<file path="src/rtl/button_conditioner.sv">
// ---------------------------------------------------------------------------
// button_conditioner
//
// Front end of the colour-code lock. It turns four raw, asynchronous,
// bouncy push-buttons into clean, single-cycle, mutually exclusive press
// pulses. If more than one button becomes debounced-pressed on the same
// edge, the press is rejected and reported on Conflict instead.
//
// Parameters:
//   SYNC_STAGES      flip-flops per button synchroniser (>= 2)
//   DEBOUNCE_CYCLES  consecutive identical samples needed to accept a
//                    level change (>= 1)
//
// Ports:
//   Clk       in   system clock, rising edge
//   Rst       in   synchronous, active-high reset
//   BtnStart  in   raw Start button (async, active-high)
//   BtnRed    in   raw Red button   (async, active-high)
//   BtnGreen  in   raw Green button (async, active-high)
//   BtnBlue   in   raw Blue button  (async, active-high)
//   Start     out  one-cycle press pulse, registered
//   Red       out  one-cycle press pulse, registered
//   Green     out  one-cycle press pulse, registered
//   Blue      out  one-cycle press pulse, registered
//   Conflict  out  one-cycle pulse: a multi-button press was rejected
//
// Latency: a clean press is first sampled on edge 1; the pulse is high
// after edge SYNC_STAGES+DEBOUNCE_CYCLES+1 and low after the next edge.
// ---------------------------------------------------------------------------
module button_conditioner #(
  parameter int SYNC_STAGES     = 2,
  parameter int DEBOUNCE_CYCLES = 4
) (
  input  logic Clk,
  input  logic Rst,
  input  logic BtnStart,
  input  logic BtnRed,
  input  logic BtnGreen,
  input  logic BtnBlue,
  output logic Start,
  output logic Red,
  output logic Green,
  output logic Blue,
  output logic Conflict
);

  localparam int NUM_BTN = 4;
  localparam int CNT_W   = (DEBOUNCE_CYCLES > 1) ? $clog2(DEBOUNCE_CYCLES) : 1;
  localparam logic [CNT_W-1:0] CNT_MAX = CNT_W'(DEBOUNCE_CYCLES - 1);

  typedef enum logic {
    S_Idle,
    S_Held
  } state_t;

  // Bit order used for every per-button vector: 0 Start, 1 Red, 2 Green, 3 Blue.
  logic [NUM_BTN-1:0] raw;
  assign raw = {BtnBlue, BtnGreen, BtnRed, BtnStart};

  // ---- Stage p0: synchronisers ------------------------------------------
  logic [SYNC_STAGES-1:0] sync_chain_p0 [NUM_BTN];
  logic [NUM_BTN-1:0]     sync_p0;

  always_ff @(posedge Clk) begin
    for (int i = 0; i < NUM_BTN; i++) begin
      if (Rst) begin
        sync_chain_p0[i] <= '0;
      end else begin
        sync_chain_p0[i] <= {sync_chain_p0[i][SYNC_STAGES-2:0], raw[i]};
      end
    end
  end

  always_comb begin
    sync_p0 = '0;
    for (int i = 0; i < NUM_BTN; i++) begin
      sync_p0[i] = sync_chain_p0[i][SYNC_STAGES-1];
    end
  end

  // ---- Stage p1: debounce -----------------------------------------------
  // A level change is accepted only after the synchronised input has
  // differed from the debounced level for DEBOUNCE_CYCLES consecutive
  // edges; any return to the old level restarts the count.
  logic [NUM_BTN-1:0] deb_p1;
  logic [CNT_W-1:0]   cnt_p1 [NUM_BTN];

  always_ff @(posedge Clk) begin
    for (int i = 0; i < NUM_BTN; i++) begin
      if (Rst) begin
        deb_p1[i] <= 1'b0;
        cnt_p1[i] <= '0;
      end else if (sync_p0[i] == deb_p1[i]) begin
        cnt_p1[i] <= '0;
      end else if (cnt_p1[i] == CNT_MAX) begin
        deb_p1[i] <= sync_p0[i];
        cnt_p1[i] <= '0;
      end else begin
        cnt_p1[i] <= cnt_p1[i] + 1'b1;
      end
    end
  end

  // More than one bit set: clearing the lowest set bit leaves something.
  logic multi_p1;
  assign multi_p1 = |(deb_p1 & (deb_p1 - 4'd1));

  // ---- Stage p2: press FSM and registered pulses ------------------------
  state_t state_p2;

  always_ff @(posedge Clk) begin
    if (Rst) begin
      state_p2 <= S_Idle;
      Start    <= 1'b0;
      Red      <= 1'b0;
      Green    <= 1'b0;
      Blue     <= 1'b0;
      Conflict <= 1'b0;
    end else begin
      Start    <= 1'b0;
      Red      <= 1'b0;
      Green    <= 1'b0;
      Blue     <= 1'b0;
      Conflict <= 1'b0;
      case (state_p2)
        S_Idle: begin
          if (deb_p1 != '0) begin
            state_p2 <= S_Held;
            if (multi_p1) begin
              Conflict <= 1'b1;
            end else begin
              Start <= deb_p1[0];
              Red   <= deb_p1[1];
              Green <= deb_p1[2];
              Blue  <= deb_p1[3];
            end
          end
        end
        // Wait for a full debounced release so a held button, or one added
        // while another is held, never produces a second pulse.
        S_Held: begin
          if (deb_p1 == '0) begin
            state_p2 <= S_Idle;
          end
        end
        default: state_p2 <= S_Idle;
      endcase
    end
  end

endmodule
</file>
<file path="config.mk">
export PLATFORM = sky130hd
export DESIGN_NAME = button_conditioner
export DESIGN_NICKNAME = d
export VERILOG_FILES = /design/src/rtl/button_conditioner.sv
export SDC_FILE = /design/constraint.sdc
export NUM_CORES = 1
export LEC_CHECK = 0
export ABC_AREA = 1
export CAP_MARGIN = 20
export CORE_AREA = 2 2 48 50
export DETAILED_ROUTE_END_ITERATION = 8
export DIE_AREA = 0 0 50 52
export GPL_TIMING_DRIVEN = 1
export PLACE_DENSITY = 0.7
export SYNTH_ARGS = -nofsm -noshare
export SYNTH_HDL_FRONTEND = slang
export SYNTH_SLANG_ARGS = --single-unit
</file>
<file path="constraint.sdc">
create_clock -name Clk -period 2.89 [get_ports Clk]
set_input_delay 0.578 -clock Clk [delete_from_list [all_inputs] [get_ports Clk]]
set_output_delay 0.578 -clock Clk [all_outputs]
set_load 0.005 [all_outputs]
</file>
; Word-level counts from Yosys, hierarchy flattened
; Memory sizes are Yosys's and may differ from the RTL's.
; Cells that the tools add are included.
[totals]
mem_count = 2
out_inout_bits = 5
mem_bits_ro = 0
elab_cells = 124
mem_bits_rw = 16
in_bits = 6
register_bits = 10
latch_bits = 0
[mem_list]
columns = memory, depth, width, read_ports, rd_clocked_by_memory_dff, write_ports, line
row1 = cnt_p1, 4, 2, 4, 0, 4, 86  ; logic [CNT_W-1:0] cnt_p1 [NUM_BTN];
row2 = sync_chain_p0, 4, 2, 4, 0, 4, 61  ; logic [SYNC_STAGES-1:0] sync_chain_p0 [NUM_BTN];
[op_classes]
order_cmp = 0
n_div = 0
mux = 67
n_eq_ne = 8
reduce_logical = 9
shifts = 0
n_mul = 0
n_addsub = 5
bitwise_logic = 23
[ops]
columns = cell, n
row1 = 1-bit 2-to-1 mux, 50
row2 = 2-bit 2-to-1 mux, 16
row3 = 1-bit OR, 16
row4 = 2-bit by 1-bit adder with 2-bit output (second input constant), 4
row5 = 2-bit equality test (second input constant), 4
row6 = 2-bit AND reduction, 4
row7 = 7-bit OR reduction, 1
row8 = 1-bit NOT, 6
row9 = 4-bit AND, 1
row10 = 1-bit equality test, 4
row11 = 4-bit zero test, 1
row12 = 4-bit nonzero test, 1
row13 = 4-bit OR reduction, 1
row14 = 4-bit by 1-bit subtractor with 4-bit output (second input constant), 1
row15 = 3-bit OR reduction, 1
row16 = 1-bit case mux with 2 select lines, 1

; Logic depth before layout (Yosys ltp)
[logic_depth]
depth_word = 7
depth_mapped = 5
mapped_depth_nobuf = 5

; Worst setup path after synthesis
; OpenSTA, ideal clock, no wires.
[synth_timing]
kind = input to register
start = input port Rst
end = memory cnt_p1[0][0] in the netlist's numbering (data pin)
stages = 4
t_required_ps = 2631
setup_time_ps = 259
path_buffers = 1
arrival_ps = 971
setup_slack_ps = 1660
path_cell_list = buf_2 inv_2 o211ai_1 nor2_1
[synth_rtl]
columns = item, line
row1 = from (decl), 35  ; input logic Rst,
row2 = to (decl), 86

; Final worst setup path
[layout_timing]
start = register Green
end = output port Green
[layout_rtl]
columns = item, line
row1 = from (decl), 42  ; output logic Green,
row2 = from (signal assigned), 134  ; Green <= deb_p1[2];
; No word-level cell between the ends.

==> results.md <==
| Result | This run | Unit |
| --- | --- | --- |
| Path type of the worst setup path | flop to output port | - |
| Total of hold buffers inserted after clock tree synthesis | 0 | - |
| Number of detailed-route iterations in the first pass | 3 | - |
| Switching power of the nets | 0.1346 | mW |
| Clock edge transition at the registers on the reported setup and hold paths | 130 | ps |
| Crit path buf inv count | 1 | - |
| Result of the run | finished clean | - |
| Net count reported at finish | 135 | - |
| DRC violation count after routing | 0 | - |
| Final number of setup-violating endpoints | 0 | - |
| Overall fraction of global-route tracks in use | 12.40 | % |
| Synthesis Warnings | 0 | - |
| Gate power share | 6.8 | % |
| Number of clock buffers inserted by TritonCTS | 3 | - |
| Number of max-capacitance violations reported | 0 | - |
| LEAKAGE | 0.5335 | nW |
| Worst reg2reg path depth | 4 | - |
| Area Overhead vs Synth | 20.90 | % |
| Area of the die | 2600 | µm² |
| Drt via density | 4.414 | - |
| Hold Crit Start | sync_chain_p0[0][0] | - |
| Worst IR Drop VDD | 0.3148 | mV |
| CORE AREA | 2106 | µm² |
| Cells on Worst Hold Path | 2 | - |
| I/O pins | 11 | - |
| Number of antenna violations at the first check in global routing | 0 | - |
| CTS tree | done | - |
| Rows | 17 | - |
| RSZ-0062 raised after global routing | false | - |
| Largest fanout of any net on the critical path | 1 | - |
| Syn avg cell area | 9.613 | µm² |
| Required time reported for the critical path endpoint | 2310 | ps |
| Fraction of the yosys area taken by sequential cells | 60.08 | % |
| Clock latency of the later-clocked register in the worst-skew pair | 310 | ps |
| Sequential Power Share | 58.3 | % |
| Netlist area before placement | 999.7 | µm² |
| Critical path capture point type | output port | - |
| Register-to-Register Setup Slack | 1750 | ps |
| Resized cells post-CTS | 0 | - |
| Worst hold path class | flop to flop | - |
| Delay of the slowest cell on the worst path | 490 | ps |
| Number of nets with antenna violations after routing | 0 | - |
| Effective utilization at floorplan | 47.47 | % |
| Total inserted antenna cells | 0 | - |
| Commonest non-fill, non-tap cells in the layout | 22 x inv_1, 21 x nor2_1, 18 x dfxtp_1 | - |
| Maximum level of the CTS H-tree | 1 | - |
| Tcrit/Tclk final | 59.43 | % |
| Most common cell after layout, fill and taps aside | inv_1 | - |
| PnR Total Power | 0.6879 | mW |
| Worst-path cell with the longest stage delay | clkdlybuf4s50_1 | - |
| Buffer count from post-CTS setup fixing | 0 | - |
| Die extent in y | 52 | µm |
| Number of slew-limit violations in the final report | 0 | - |
| Critical-path cell list | clkdlybuf4s50_1 | - |
| Number of standard cells after synthesis | 104 | - |
| Input/output buffers | 10 | - |
| Register bit count reported by yosys | 26 | - |
| Vias in the first global route | 610 | - |
| Hold path endpoint | sync_chain_p0[0][1] | - |
| Final WL | 1.296 | mm |
| Filler instances | 184 | - |
| Largest delay contributor family on the critical path | buffers and inverters | - |
| Sequential standard cell area | 600.6 | µm² |
| Crit Reg-Reg Endpoint | cnt_p1[3][0] | - |
| Clk pwr share | 34.9 | % |
| Switching share of total power | 19.57 | % |
| Via total after detailed routing | 671 | - |
| First-iteration detailed-routing DRC count | 4 | - |
| Unique masters post-synth | 21 | - |
| Area of the multi-input gates | 330.3 | µm² |
| Crit path time final | 1718 | ps |
| Final global-route overflow total | 0 | - |
| Max Clock Skew | 3.512 | ps |
| Maximum clock frequency | 582.2 | MHz |
| Routability-driven placement congestion ratio | 0.6877 | - |
| Clk root buf | clkbuf_4 | - |
| Final count of hold timing violations | 0 | - |
| Fraction of final layout cells with drive strength greater than 1 | 9.677 | % |
| Element type at the critical path start | flop | - |
| HPWL after detailed placement | 1.041 | mm |
| Setup TNS | 0 | ps |
| Arrival time at the worst endpoint | 1140 | ps |
| Clock sinks | 26 | - |
| Internal power | 0.5532 | mW |
| Average routed wire per standard cell | 8.526 | µm |
| Die Width | 50 | µm |
| Maximum buffer depth of the clock tree | 2 | - |
| Power per cell area | 569.1 | nW/µm² |
| First-pass GRT wire length | 2.359 | mm |
| Largest net degree at the start of global routing | 16 | - |
| Launching point of the worst reg2reg path | cnt_p1[3][0] | - |
==> layout make-up <==
cell class / count / area share (%)
inverters: 24 / 7.453
repair buffers: 10 / 8.282
clock buffers: 3 / 1.863
multi-input cells: 60 / 27.33
well taps: 28 / 2.899
flip-flops and latches: 26 / 49.69
clock inverters: 1 / 2.484
==> synthesized netlist by cell type (all sizes together) <==
master	instances	area share, %
inv	24	9.0
edfxtp	8	24
conb	1	0.38
ha	4	5.0
xor2	1	0.88
buf	1	0.50
nor2	24	11
a21oi	9	4.9
a21boi	1	0.75
nand2	3	1.4
nand3	2	1.5
nand4	1	0.63
dfxtp	18	36
o21ai	4	2.0
o211ai	3	2.3
==> metrics by stage <==
step | hold WS (ps) | area (µm²) | instances | setup WS, ps | utilization [%]
final | 412.0 | 1209 | 152 | 1172 | 57.40
after global routing | 428.7 | 1209 | 152 | 1116 | 57.40
after CTS | 414.6 | 1209 | 152 | 1140 | 57.40
after detailed placement | 395.7 | 1156 | 148 | 977.7 | 54.90
after global placement | 390.8 | 1156 | 148 | 1018 | 54.90
after floorplan | 388.3 | 1026 | 111 | 1660 | -
==> worst max path at each step <==
stage | startpoint | to | slack, ps | cells past startpoint
after floorplan | Rst | cnt_p1[0][0] | 1660 | 4
after global placement | Rst | cnt_p1[1][1] | 1020 | 4
after detailed placement | Rst | cnt_p1[3][1] | 980 | 4
after CTS | Green | Green | 1140 | 1
after global routing | Blue | Blue | 1120 | 1
final | Green | Green | 1170 | 1
==> power groups by stage <==
stage          logic, mW  clock network (mW)  registers (mW)
2_1_floorplan     0.0328                   0           0.407
3_3_place_gp      0.0449                   0           0.409
3_5_place_dp      0.0470                   0           0.410
4_1_cts           0.0469               0.249           0.401
5_1_grt           0.0552               0.259           0.404
6_report          0.0466               0.240           0.401
==> layer usage <==
| metal | part of all wire [%] | global-route usage (%) |
|---|---|---|
| met5 | 0 | 0 |
| met4 | 1.2 | 8.333 |
| met3 | 3.6 | 2.586 |
| met2 | 51 | 21.27 |
| met1 | 44 | 13.81 |
==> cells by family after synthesis <==
kind of cell / after synthesis / synth area share [%]
xor+xnor: 1 / 0.8763
simple gates: 30 / 14.27
compound gates: 17 / 9.888
buf+inv: 25 / 9.512
fa+ha+maj: 4 / 5.006
flops: 26 / 60.08
other cells: 1 / 0.3751
==> sequential cells by signal, indices dropped and copies added (netlist names) <==
| signal | count |
|---|---|
| cnt_p1 | 8 |
| Red | 1 |
| Blue | 1 |
| Start | 1 |
| Green | 1 |
| Conflict | 1 |
| state_p2 | 1 |
| deb_p1 | 4 |
| sync_chain_p0 | 8 |
(Power assumes the default switching activity.)
